$ cat src/rtl/bcd_pkg.sv
// Shared BCD constants, types and helpers used by the multi-digit counter
// and its single-digit cell.
package bcd_pkg;

   localparam int unsigned BCD_W = 4;
   localparam logic [BCD_W-1:0] BCD_MAX = 4'd9;
   localparam logic [BCD_W-1:0] BCD_MIN = 4'd0;

   typedef logic [BCD_W-1:0] bcd_nibble_t;

   // Operation selected for the current edge after priority resolution.
   typedef enum logic [2:0] {
      OpHold,
      OpClear,
      OpLoad,
      OpLoadReject,
      OpStep
   } bcd_op_e;

   function automatic logic bcd_valid(input bcd_nibble_t nibble);
      return nibble <= BCD_MAX;
   endfunction

   function automatic logic bcd_terminal(input bcd_nibble_t nibble, input logic up_dn);
      return up_dn ? (nibble == BCD_MAX) : (nibble == BCD_MIN);
   endfunction

endpackage

$ cat src/rtl/bcd_digit.sv
// Single BCD digit cell: computes the stepped value of one digit and the
// carry/borrow it passes to the next more-significant digit.
module bcd_digit
   import bcd_pkg::*;
(
   input  logic              up_dn,
   input  logic              cin,
   input  logic [BCD_W-1:0]  value,
   output logic [BCD_W-1:0]  next_val,
   output logic              cout
);

   logic terminal;

   assign terminal = bcd_terminal(value, up_dn);
   assign cout     = cin & terminal;

   always_comb begin
      next_val = value;
      if (cin) begin
         if (up_dn) begin
            next_val = terminal ? BCD_MIN : value + 4'd1;
         end else begin
            next_val = terminal ? BCD_MAX : value - 4'd1;
         end
      end
   end

endmodule

$ cat src/rtl/bcd_counter_multi.sv
// Parametrised N-digit BCD up/down counter with validated parallel load,
// synchronous clear, wrap/saturate mode and a combinational cascade carry.
module bcd_counter_multi
   import bcd_pkg::*;
#(
   parameter int unsigned NUM_DIGITS = 4,
   parameter bit          WRAP       = 1'b1
) (
   input  logic                        clk,
   input  logic                        rst,
   input  logic                        enable,
   input  logic                        up_dn,
   input  logic                        clear,
   input  logic                        load,
   input  logic [BCD_W*NUM_DIGITS-1:0] load_val,
   output logic [BCD_W*NUM_DIGITS-1:0] bcd_out,
   output logic                        carry_out,
   output logic                        load_err
);

   localparam int unsigned W = BCD_W * NUM_DIGITS;

   logic [W-1:0]          count_q, count_d;
   logic [W-1:0]          step_val;
   logic [NUM_DIGITS:0]   chain;
   logic                  terminal;
   logic                  load_ok;
   logic                  load_err_d;
   bcd_op_e               op;

   // Digit 0 always receives a step request; the chain then ripples the
   // carry/borrow, so chain[NUM_DIGITS] is the whole-counter terminal flag.
   assign chain[0] = 1'b1;

   for (genvar g = 0; g < NUM_DIGITS; g++) begin : g_digit
      bcd_digit u_digit (
         .up_dn    (up_dn),
         .cin      (chain[g]),
         .value    (count_q[g*BCD_W +: BCD_W]),
         .next_val (step_val[g*BCD_W +: BCD_W]),
         .cout     (chain[g+1])
      );
   end

   assign terminal = chain[NUM_DIGITS];

   always_comb begin
      load_ok = 1'b1;
      for (int i = 0; i < NUM_DIGITS; i++) begin
         if (!bcd_valid(load_val[i*BCD_W +: BCD_W])) begin
            load_ok = 1'b0;
         end
      end
   end

   always_comb begin
      op = OpHold;
      if (clear) begin
         op = OpClear;
      end else if (load) begin
         op = load_ok ? OpLoad : OpLoadReject;
      end else if (enable) begin
         op = OpStep;
      end
   end

   always_comb begin
      count_d    = count_q;
      load_err_d = 1'b0;
      unique case (op)
         OpClear:      count_d = '0;
         OpLoad:       count_d = load_val;
         OpLoadReject: load_err_d = 1'b1;
         OpStep: begin
            // In saturate mode the terminal value is held instead of rolling over.
            if (WRAP || !terminal) begin
               count_d = step_val;
            end
         end
         default:      count_d = count_q;
      endcase
   end

   always_ff @(posedge clk or negedge rst) begin
      if (!rst) begin
         count_q  <= '0;
         load_err <= 1'b0;
      end else begin
         count_q  <= count_d;
         load_err <= load_err_d;
      end
   end

   assign bcd_out   = count_q;
   assign carry_out = enable & ~clear & ~load & terminal;

endmodule

$ cat config.mk
export PLATFORM = sky130hd
export DESIGN_NAME = bcd_counter_multi
export DESIGN_NICKNAME = d
export VERILOG_FILES = /design/src/rtl/bcd_pkg.sv /design/src/rtl/bcd_digit.sv /design/src/rtl/bcd_counter_multi.sv
export SDC_FILE = /design/constraint.sdc
export NUM_CORES = 1
export LEC_CHECK = 0
export ABC_AREA = 1
export BUFFER_PORTS_ARGS = -buffer_cell sky130_fd_sc_hd__buf_2
export CAP_MARGIN = 40
export CELL_PAD_IN_SITES_DETAIL_PLACEMENT = 1
export CELL_PAD_IN_SITES_GLOBAL_PLACEMENT = 2
export CORE_ASPECT_RATIO = 1.75
export CORE_MARGIN = 2
export CORE_UTILIZATION = 28
export CTS_CLUSTER_SIZE = 20
export DETAILED_ROUTE_END_ITERATION = 8
export PLACE_DENSITY_LB_ADDON = 0.25
export SLEW_MARGIN = 20
export SYNTH_ARGS = -nofsm -noshare
export SYNTH_HDL_FRONTEND = slang
export SYNTH_HIERARCHICAL = 1
export SYNTH_SLANG_ARGS = --single-unit
$ cat constraint.sdc
create_clock -name clk -period 2.8 [get_ports clk]
set_clock_uncertainty 0.2 [all_clocks]
set_input_delay 0.14 -clock clk [delete_from_list [all_inputs] [get_ports clk]]
set_output_delay 0.14 -clock clk [all_outputs]
set_load 0.005 [all_outputs]
# Word-level counts from Yosys, hierarchy flattened
# Cells that the tools add are included.
# classes
add_sub_neg,8
order_cmp,4
n_eq_ne,11
mux,29
n_bitwise,8
reduce_logical,8
# ops
op,n
4-bit two-way mux,15
16-bit one-hot mux with 3 select lines,1
"4-bit by 1-bit adder with 4-bit output, second input constant",4
"4-bit == test, second input constant",4
"4-bit <= comparator, second input constant",4
4-bit logical NOT,4
"4-bit by 1-bit subtractor with 4-bit output, second input constant",4
1-bit two-way mux,10
3-bit two-way mux,3
1-bit AND,6
"3-bit by 2-bit == test with 1-bit output, second input constant",2
"2-bit by 1-bit != test with 1-bit output, second input constant",3
2-bit AND reduction,3
"3-bit by 1-bit == test with 1-bit output, second input constant",1
"3-bit == test, second input constant",1
3-bit nonzero test,1
1-bit inverter,2
# word_totals
ff_bits,17
in_bits,22
output_inout_bits,18
elab_cells,73

# Depth between registers and ports, before layout
# Gate-level depths: netlist of the first run.
# depth
depth_word,11
depth_mapped,18
ltp_nobuf,15

# By module
# Netlist of the first run, hierarchy kept.
# modules_own_cells
mod,n_inst,cells_each,area_per_inst_um2,seq_area_each_um2
bcd_digit,4,53,257.7,0.0
bcd_counter_multi,1,114,912.1,425.4

# Worst setup path before layout of the first run
# No wires, ideal clock.
# synth_timing
path_kind,reg-to-reg
start,register count_q[0] (netlist: bcd_out[0])
end,register count_q[14] (netlist: bcd_out[14])
setup_time_ps,125
t_arrival_ps,2266
required_time_ps,2475
setup_slack_ps,210
stages_incl_launch_ff,19
path_buffers,3
synth_period_minus_slack_ps,2590
cell_sequence,dfrtp_1 inv_1 ha_1 nand2_2 o21ai_1 nand2_1 nor2_1 clkbuf_2 inv_1 nor2_1 clkbuf_2 inv_1 nor2_1 clkbuf_2 o21ai_0 o21ai_0 nand2_1 nand2_1 nand3_1
# synth_between
elab_chain_cells,6
word_cells_on_any_way,7
cone_classes,eq/ne (2); mux (1); bitwise (2); reduce/logical (2)
# synth_rtl
item,line_no,source
"start, declared",bcd_counter_multi.sv:23,"logic [W-1:0] count_q, count_d;"
"start signal, assigned",bcd_counter_multi.sv:89,count_q <= count_d;
4-bit == test or 4-bit logical NOT (tied branches),bcd_pkg.sv:25,return up_dn ? (nibble == BCD_MAX) : (nibble == BCD_MIN);
1-bit two-way mux (*),bcd_pkg.sv:25,
named net chain[1],bcd_counter_multi.sv:25,logic [NUM_DIGITS:0] chain;
1-bit AND (*),bcd_digit.sv:16,assign cout = cin & terminal;
named net chain[2],bcd_counter_multi.sv:25,
1-bit AND (*),bcd_digit.sv:16,
named net chain[3],bcd_counter_multi.sv:25,
2-bit by 1-bit != test with 1-bit output (no source line) (*),-,
2-bit AND reduction (no source line) (*),-,
# The timed path passes the listed nets; every way through them passes the cells marked *.
# A chain may end at the register's enable or synchronous reset.

# Worst setup path in the final report of the first run
# layout_timing
start,register count_q[0] (netlist: bcd_out[0])
end,output carry_out
# layout_between
elab_chain_cells,6
word_cells_on_any_way,7
cone_classes,eq/ne (1); mux (1); bitwise (4); reduce/logical (1)
# layout_rtl
item,line_no,source
4-bit == test or 4-bit logical NOT (tied branches),bcd_pkg.sv:25,
1-bit two-way mux (*),bcd_pkg.sv:25,
named net chain[1],bcd_counter_multi.sv:25,
1-bit AND (*),bcd_digit.sv:16,
named net chain[2],bcd_counter_multi.sv:25,
1-bit AND (*),bcd_digit.sv:16,
named net chain[3],bcd_counter_multi.sv:25,
1-bit AND (*),bcd_digit.sv:16,
named net chain[4],bcd_counter_multi.sv:25,
1-bit AND (*),bcd_counter_multi.sv:95,assign carry_out = enable & ~clear & ~load & terminal;
"end, declared",bcd_counter_multi.sv:17,"output logic carry_out,"
# Marked as above.

==> impl_metrics.yaml, run 1 <==
pwr:
  power_frac_clock: 0.337
  power_leakage_nw: 1.30
  p_per_area_mw_per_mm2: 341
  switchingPower_uw: 300
  seq_power_share: 0.329
  swShare: 0.347
  internal_power_uw: 566
  combinationalPowerShare: 0.334
  irDropWorstVdd_v: 0.000171
grt:
  grt_pass1_vias: 2390
  grt_start_max_net_pins: 18
  track_usage: 0.185
  grt_pass1_wl_mm: 11.1
  gr-usage-met1: 0.212
  met3_usage: 0.00885
  antenna_found_initial: 0
  grt-ovfl-total: 0
  top_usage_layer: "met2"
  grt_util_met2: 0.359
layout:
  mostFrequentLayoutCells: "81 x nand2_1, 64 x nand3_1, 43 x nor2_1"
  final_common_cell: "nand2_1"
  nets: 423
  fin_area_mm2: 0.00254
  multiInputGateArea_mm2: 0.00133
  fillerInstances: 944
  ff_latch_area_um2: 428
  syn2layout_area_growth_pct: 30.8
  final_cell_count_no_fill: 472
  drive_gt1_frac: 0.237
  antenna_cells: 0
place:
  io_buffers: 39
  gp_congestion: 0.762
  postPlaceCellArea_mm2: 0.00226
  dp_cells: 450
  post-dp-hpwl_mm: 5.11
min_path:
  hp-class: "input port to flip-flop"
  holdPathStages: 3
sta:
  fin_crit_sh: 0.913
  fmax_mhz: 391
  slew_violations: 0
  rsz0062_at_grt: "false"
  timing.final.crit_period_ns: 2.56
  tightestPinTransition_ns: 0.723
  fin_setup_tns_ns: 0
  slew_headroom: 0.517
  setup_viol: 0
  hold_violations: 0
synth:
  muxShareOfSynthArea: 0
  synth_top_family_by_area: "simple AND/OR/NAND/NOR gates"
  netlist_area_mm2: 0.00194
  synth_xor_area_frac: 0
  synth_compound_area_frac: 0.0798
  syn-num-nets: 360
  netlist_instances: 326
  synthTopCellsByArea: "dfrtp_1 22%, nand3_1 16%, nand2_1 16%"
  synth_top_area_frac: 0.219
  ys_ff_latch: 17
  avgSynthCellArea_um2: 5.96
  synthAdderAreaFrac: 0.0773
  synth_warnings: 6
  synth_cell_type_count: 22
  yosys.area.top_type: "dfrtp_1"
  yosysSeqAreaShare: 0.219
  synth-simple-area-share: 0.512
floorplanning:
  die_h_um: 114
  dieArea_mm2: 0.00765
  die_w_um: 67.0
  start_util: 0.285
  fp-row-count: 40
  core_mm2: 0.00681
  io-pin-count: 40
clocking:
  cts_max_level: 1
  cts_tree: "built"
  cts-root-buf: "clkbuf_16"
  clock-sinks: 17
  clkLatencyLatePin_ns: 0.25
  clk_pin_slew_ns: 0.06
  clock_path_buffers: 2
  cts_buffers: 3
worst_setup_path:
  cp_slowest_stage_delay_ns: 0.44
  crit_top_cell: "inv_1"
  endpoint_kind: "primary output"
  crit_arrival_ns: 2.22
  start_kind: "flip-flop"
  reg2reg_slack_ns: 0.50
  path_class: "flip-flop to primary output"
  path_max_fanout: 5
  r2r_cells: 16
  crit_slowest_cell: "dfrtp_2"
  worstPathRequired_ns: 2.46
  cp_cell_sequence: "inv_2, ha_1, nand2_2, o21ai_2, nand2_1, nor2_2, inv_1, nor2_2, inv_1, nor2_4, inv_1, nor2_1, nor3b_2, buf_2"
route:
  drc: 0
  ant_nets: 0
  finalWirelength_mm: 6.63
  dr.pass1.iters: 4
  vias: 2311
  vias_per_cell: 4.90
  drtIter0Drc: 49
  wl_per_cell_um: 14.0
outcome:
  status: "finished clean"
flow_run:
  cap_violations: 0
-- kinds of logic after synthesis --
logic type      count (synthesis)
compound gates                 28
fa+ha+maj                      12
buf+inv                        50
flops                          17
other cells                     1
simple gates                  218
-- final cells by class --
type | instances | share of cell area
Clock buffer | 3 | 0.0295
Sequential cell | 17 | 0.168
Timing Repair Buffer | 67 | 0.177
Tap cell | 84 | 0.0414
Clock inverter | 1 | 0.00197
Multi-Input combinational cell | 259 | 0.521
Inverter | 41 | 0.0606
-- power groups by stage --
stage | clock network [mW] | registers (mW) | logic [mW]
2_1_floorplan | 0 | 0.289 | 0.165
5_1_grt | 0.313 | 0.288 | 0.330
4_1_cts | 0.300 | 0.286 | 0.284
6_report | 0.292 | 0.285 | 0.290
3_5_place_dp | 0 | 0.290 | 0.266
3_3_place_gp | 0 | 0.289 | 0.263
-- sequential cells by signal, summed over array words and instances, names as in the netlist --
name / cells
bcd_out: 16
load_err: 1
-- per-layer routing --
| metal | part of all wire | vias up |
|---|---|---|
| li1 | - | 1173 |
| met1 | 0.42 | 1102 |
| met2 | 0.55 | 30 |
| met3 | 0.016 | 6 |
| met4 | 0.014 | 0 |
| met5 | 0 | - |
-- worst max-delay path, delay by kind of cell (launching register included) --
kind,cells,cell delay [ns]
compound gates,1,0.13
buf+inv,5,0.41
fa+ha+maj,1,0.17
simple gates,7,0.81
flops,1,0.44
-- synth_stat cells --
master	count
nor3_1	5
nand3_2	5
nor3b_1	1
o21ai_0	15
clkbuf_2	4
inv_2	8
nand2_1	81
nand3_1	64
nor2_1	46
nor2_4	3
dfrtp_1	17
buf_6	2
buf_2	2
a21oi_2	4
o21ai_1	9
conb_1	1
inv_1	33
nor2_2	1
nand4_1	4
nand2_2	8
ha_1	12
buf_4	1
-- per-stage QoR --
stage / hold slack, ns / power (mW) / setup WS (ns) / utilization
finish: 0.00855 / 0.867 / 0.244 / 0.373
global placement: -0.0979 / 0.552 / 0.312 / 0.332
floorplan: -0.356 / 0.454 / 0.210 / -
CTS: 0.00455 / 0.870 / 0.00928 / 0.367
detailed placement: -0.102 / 0.556 / 0.296 / 0.332
global route: 0.0345 / 0.930 / 0.00955 / 0.373
-- final timing paths --
| kind | start | end |
|---|---|---|
| worst max-delay path | bcd_out[0] | carry_out |
| worst min-delay path | load_val[13] | bcd_out[13] |
| worst max register to register | bcd_out[0] | bcd_out[15] |
| worst min register to register | bcd_out[5] | bcd_out[5] |
| max in group asynchronous | rst | bcd_out[5] |
| min in group asynchronous | rst | bcd_out[4] |
-- repair_timing --
action,in CTS,in global routing
endpoints found under the setup margin,0,1
hold buffers,16,0
endpoints found under the hold margin,32,0
setup buffers,0,2
resized for setup,0,10
(Power assumes the default switching activity.)
==> run 2, diff against run 1 <==
Settings changed: BUFFER_PORTS_ARGS -buffer_cell sky130_fd_sc_hd__buf_2 to unset, CORE_UTILIZATION 28 to 33, DONT_BUFFER_PORTS set to 1, GPL_ROUTABILITY_DRIVEN set to 0.
==> run 2 against run 1 <==
Final cell count is 8.9% lower. Setup slack worse by 0.048 ns. First-iteration DRC count is 110% higher. Design area is 8.1% lower. Critical endpoint unchanged. Clock power is 34% lower. Critical path type unchanged. Power is 15% lower. Sequential cell count stayed put.
==> impl_metrics.yaml, run 2 (synthesized netlist as in run 1, its figures left out) <==
outcome:
  status: "finished clean"
floorplanning:
  io-pin-count: 40
  fp-row-count: 37
  core_mm2: 0.00579
  die_h_um: 106
  die_w_um: 62.0
  start_util: 0.336
  dieArea_mm2: 0.00654
min_path:
  hp-class: "input port to asynchronous set/reset pin"
worst_setup_path:
  r2r_cells: 14
  crit_arrival_ns: 2.26
  cp_top_family: "simple AND/OR/NAND/NOR gates"
  crit_top_cell: "inv_1"
  cp_slowest_stage_delay_ns: 0.50
  path_class: "flip-flop to primary output"
  endpoint_kind: "primary output"
  start_kind: "flip-flop"
  path_max_fanout: 9
  crit_buf_inv: 3
  crit_cells: 11
  crit_slowest_cell: "dfrtp_1"
  worstPathRequired_ns: 2.46
  cp_cell_sequence: "inv_1, ha_1, nand2_2, o21ai_1, nand2_1, nor2_1, inv_1, nor2_4, inv_1, nor2_1, nor3b_2"
place:
  io_buffers: 0
  dp_cells: 401
  post-dp-hpwl_mm: 4.83
pwr:
  combinationalPowerShare: 0.345
  seq_power_share: 0.394
  p_per_area_mw_per_mm2: 315
  internal_power_uw: 458
  power_frac_clock: 0.262
  switchingPower_uw: 278
  swShare: 0.378
  irDropWorstVdd_v: 0.000180
  power_leakage_nw: 1.13
clocking:
  cts_max_level: 1
  cts_buffers: 3
  cts-root-buf: "clkbuf_8"
  clkLatencyLatePin_ns: 0.26
  clock_path_buffers: 2
  cts_tree: "built"
  clock-sinks: 17
  clk_pin_slew_ns: 0.07
grt:
  grt-ovfl-total: 0
  grt_pass1_wl_mm: 10.3
  track_usage: 0.206
  grt_start_max_net_pins: 18
  grt_pass1_vias: 2247
  antenna_found_initial: 1
sta:
  hold_violations: 0
  fmax_mhz: 384
  tightestPinTransition_ns: 0.747
  setup_viol: 0
  slew_headroom: 0.501
  slew_violations: 0
  timing.final.crit_period_ns: 2.60
  fin_crit_sh: 0.930
route:
  vias_per_cell: 5.05
  drtIter0Drc: 104
  finalWirelength_mm: 6.60
  drc: 0
  vias: 2173
  wl_per_cell_um: 15.3
  dr.pass1.iters: 4
  ant_nets: 0
flow_run:
  cap_violations: 0
layout:
  fillerInstances: 785
  drive_gt1_frac: 0.140
  syn2layout_area_growth_pct: 20.2
  mostFrequentLayoutCells: "81 x nand2_1, 64 x nand3_1, 44 x nor2_1"
  nets: 386
  final_cell_count_no_fill: 430
  largest_reg_flops: 16
  final_util: 0.404
  final_common_cell: "nand2_1"
run 2: layout make-up:
type,count,area [µm²],share of cell area
multi-input cells,259,1320,0.566
repair buffers,30,285,0.122
flip-flops and latches,17,428,0.183
clock inverters,1,5.00,0.00214
inverters,41,154,0.0659
clock buffers,3,41.3,0.0177
well taps,78,97.6,0.0418
diodes,1,2.50,0.00107
run 2: stage by stage:
stage | worst slack [ns] | cell area [µm²] | hold slack (ns) | total power, mW | TNS (ns)
2_1_floorplan | 0.210 | 1940 | -0.356 | 0.454 | 0
3_3_place_gp | 0.322 | 2030 | -0.355 | 0.504 | 0
3_5_place_dp | 0.272 | 2030 | -0.355 | 0.507 | 0
4_1_cts | 0.0383 | 2270 | 0.104 | 0.726 | 0
5_1_grt | -0.0295 | 2340 | 0.00134 | 0.784 | -0.0295
6_report | 0.197 | 2340 | 0.00196 | 0.737 | 0
run 2: worst reg2reg max path, stage by stage, from the launching register on:
cell and delay (ns):
dfrtp_1 0.50, inv_1 0.17, ha_1 0.20, nand2_2 0.08
o21ai_1 0.18, nand2_1 0.12, nor2_1 0.15, inv_1 0.11
nor2_4 0.14, buf_4 0.15, nand2_1 0.06, inv_1 0.06
a21oi_2 0.06, nand2_1 0.07, nand3_1 0.08
run 2: repair_timing:
action                     4_1_cts  5_1_grt
hold buffers                    19        0
resized for setup                2        5
hold endpoints to repair        34        0
setup buffers                    0        4
setup endpoints to repair        1        4
run 2: metal layers:
metal / global-route usage / share of wire
met5: 0 / 0
met4: 0.0486 / 0.013
met2: 0.397 / 0.57
met1: 0.222 / 0.39
met3: 0.0196 / 0.031
run 2: final timing paths:
path                                 start     endpoint  slack (ns)
worst max-delay path            bcd_out[4]    carry_out        0.20
worst min-delay path                   rst   bcd_out[8]       0.002
worst max register to register  bcd_out[4]  bcd_out[12]        0.38
worst min register to register  bcd_out[9]   bcd_out[9]        0.49
max in group asynchronous              rst   bcd_out[1]        2.01
min in group clk                     up_dn  bcd_out[10]        0.10
run 2: power by group through the flow:
stage / registers (mW) / clock network, mW / logic, mW
floorplan: 0.289 / 0 / 0.165
finish: 0.290 / 0.193 / 0.254
global route: 0.294 / 0.204 / 0.286
detailed placement: 0.297 / 0 / 0.210
global placement: 0.296 / 0 / 0.207
CTS: 0.292 / 0.193 / 0.241
==> run 3, diff against run 2 <==
Settings changed: SETUP_SLACK_MARGIN set to 0.5.
==> run 3 against run 2 <==
The flow now finishes with violations (negative hold slack). Power rose by 3.7%. Non-clock buffer count rose by 8. Routed wire length fell by 0.38%. Sequential cell count did not move. Clock power fell by 2%. Sequential power barely moved. Combinational power rose by 11%. Die area did not move. Design area rose by 5.5%. Hold slack got worse by 0.0079 ns. Critical path type unchanged. Largest cell class unchanged.
==> impl_metrics.yaml, run 3 (synthesized netlist as in run 1, its figures left out) <==
sta:
  slew_headroom: 0.535
  fin_setup_tns_ns: 0
  timing.hold.ws_ns: -0.00594
  fmax_mhz: 415
  timing.final.crit_period_ns: 2.41
  rsz0062_at_grt: "true"
  slew_violations: 0
  hold_violations: 4
  setup_viol: 0
  fin_crit_sh: 0.861
  tightestPinTransition_ns: 0.697
clocking:
  clock_path_buffers: 2
  cts_tree: "built"
  cts_buffers: 3
  clk_pin_slew_ns: 0.07
  clkLatencyLatePin_ns: 0.26
  clock-sinks: 17
  cts_max_level: 1
  cts-root-buf: "clkbuf_8"
grt:
  grt_pass1_wl_mm: 10.7
  track_usage: 0.213
  grt-ovfl-total: 0
  antenna_found_initial: 0
  grt_pass1_vias: 2366
  grt_start_max_net_pins: 18
route:
  vias_per_cell: 5.08
  dr.pass1.iters: 4
  vias: 2218
  wl_per_cell_um: 15.0
  ant_nets: 0
  drtIter0Drc: 91
  drc: 0
  finalWirelength_mm: 6.57
layout:
  fillerInstances: 790
  syn2layout_area_growth_pct: 26.8
  largest_reg_flops: 16
  final_util: 0.426
  antenna_cells: 0
  multiInputGateArea_mm2: 0.00139
  nets: 394
  mostFrequentLayoutCells: "79 x nand2_1, 64 x nand3_1, 41 x nor2_1"
  ff_latch_area_um2: 429
  drive_gt1_frac: 0.195
  final_common_cell: "nand2_1"
pwr:
  p_per_area_mw_per_mm2: 310
  power_leakage_nw: 1.16
  irDropWorstVdd_v: 0.000121
floorplanning:
  io-pin-count: 40
  start_util: 0.336
  die_h_um: 106
  dieArea_mm2: 0.00654
  core_mm2: 0.00579
  fp-row-count: 37
  die_w_um: 62.0
place:
  post-dp-hpwl_mm: 4.79
  io_buffers: 0
worst_setup_path:
  start_kind: "flip-flop"
  path_class: "flip-flop to primary output"
  path_max_fanout: 7
  endpoint_kind: "primary output"
  worstPathRequired_ns: 2.46
  crit_arrival_ns: 2.07
flow_run:
  cap_violations: 0
min_path:
  hp-class: "input port to asynchronous set/reset pin"
outcome:
  status: "finished with violations"
  violations: "negative hold slack"
==> run 3: cell count changes in the layout (fill, tap and decap cells not counted), moves of 3 or more <==
cell,previous run,this run
buf_6,0,4
nor2_1,44,41
buf_4,9,12
o21ai_0,15,12
inv_2,8,12
inv_1,33,28
==> run 3: path summary, 6_finish.rpt <==
check,start,slack (ns),cells after the start,endpoint
max in group asynchronous,rst,2.00,2,bcd_out[8]
max,bcd_out[1],0.39,14,carry_out
min,rst,-0.006,1,bcd_out[13]
max reg2reg,bcd_out[1],0.49,17,bcd_out[12]
min reg2reg,bcd_out[8],0.46,2,bcd_out[8]
min in group clk,up_dn,0.03,5,bcd_out[14]
==> run 3: repair_timing <==
action	in CTS	in global routing
cloned	0	0
endpoints found under the hold margin	34	0
setup buffers	10	2
endpoints found under the setup margin	6	6
pin swaps	7	11
resized for setup	5	16
hold buffers	19	0
==> run 3: routing by layer <==
layer  wire length (µm)  up-vias  GRT usage
met2               3800       36      0.406
met3                200       14     0.0196
li1                   -     1119          -
met5                  0        -          0
met1               2410     1049      0.227
met4                159        0     0.0608
==> run 3: layout make-up <==
class                           instances  area share
Inverter                               41      0.0635
Sequential cell                        17       0.174
Tap cell                               78      0.0396
Clock inverter                          1     0.00203
Multi-Input combinational cell        259       0.563
Timing Repair Buffer                   38       0.141
Clock buffer                            3      0.0168
==> run 3: worst max-delay path: stages (launching register included) <==
cell     delay [ns]
dfrtp_2        0.48
inv_4          0.10
ha_4           0.14
nand2_4        0.05
o21ai_4        0.14
nand2_2        0.10
nor2_4         0.12
inv_2          0.06
nor2_4         0.09
inv_2          0.06
nor2_4         0.09
buf_6          0.11
inv_2          0.03
nor2_1         0.07
nor3b_2        0.18
==> run 3: power breakdown <==
group / internal [mW] / total (mW) / switching [mW] / leakage [nW]
Sequential: 0.259 / 0.292 / 0.0325 / 0.228
Clock: 0.0989 / 0.189 / 0.0904 / 0.0255
Combinational: 0.117 / 0.283 / 0.167 / 0.903
==> run 3: stage by stage <==
stage / power [mW] / instance area [µm²] / std cells / setup slack [ns] / hold slack (ns)
floorplan: 0.463 / 1980 / 326 / 0.430 / -0.356
global placement: 0.512 / 2050 / 401 / 0.428 / -0.355
detailed placement: 0.516 / 2050 / 401 / 0.367 / -0.355
CTS: 0.752 / 2380 / 434 / 0.357 / 0.0483
global route: 0.817 / 2460 / 437 / 0.238 / 0.0228
finish: 0.764 / 2460 / 437 / 0.388 / -0.00594
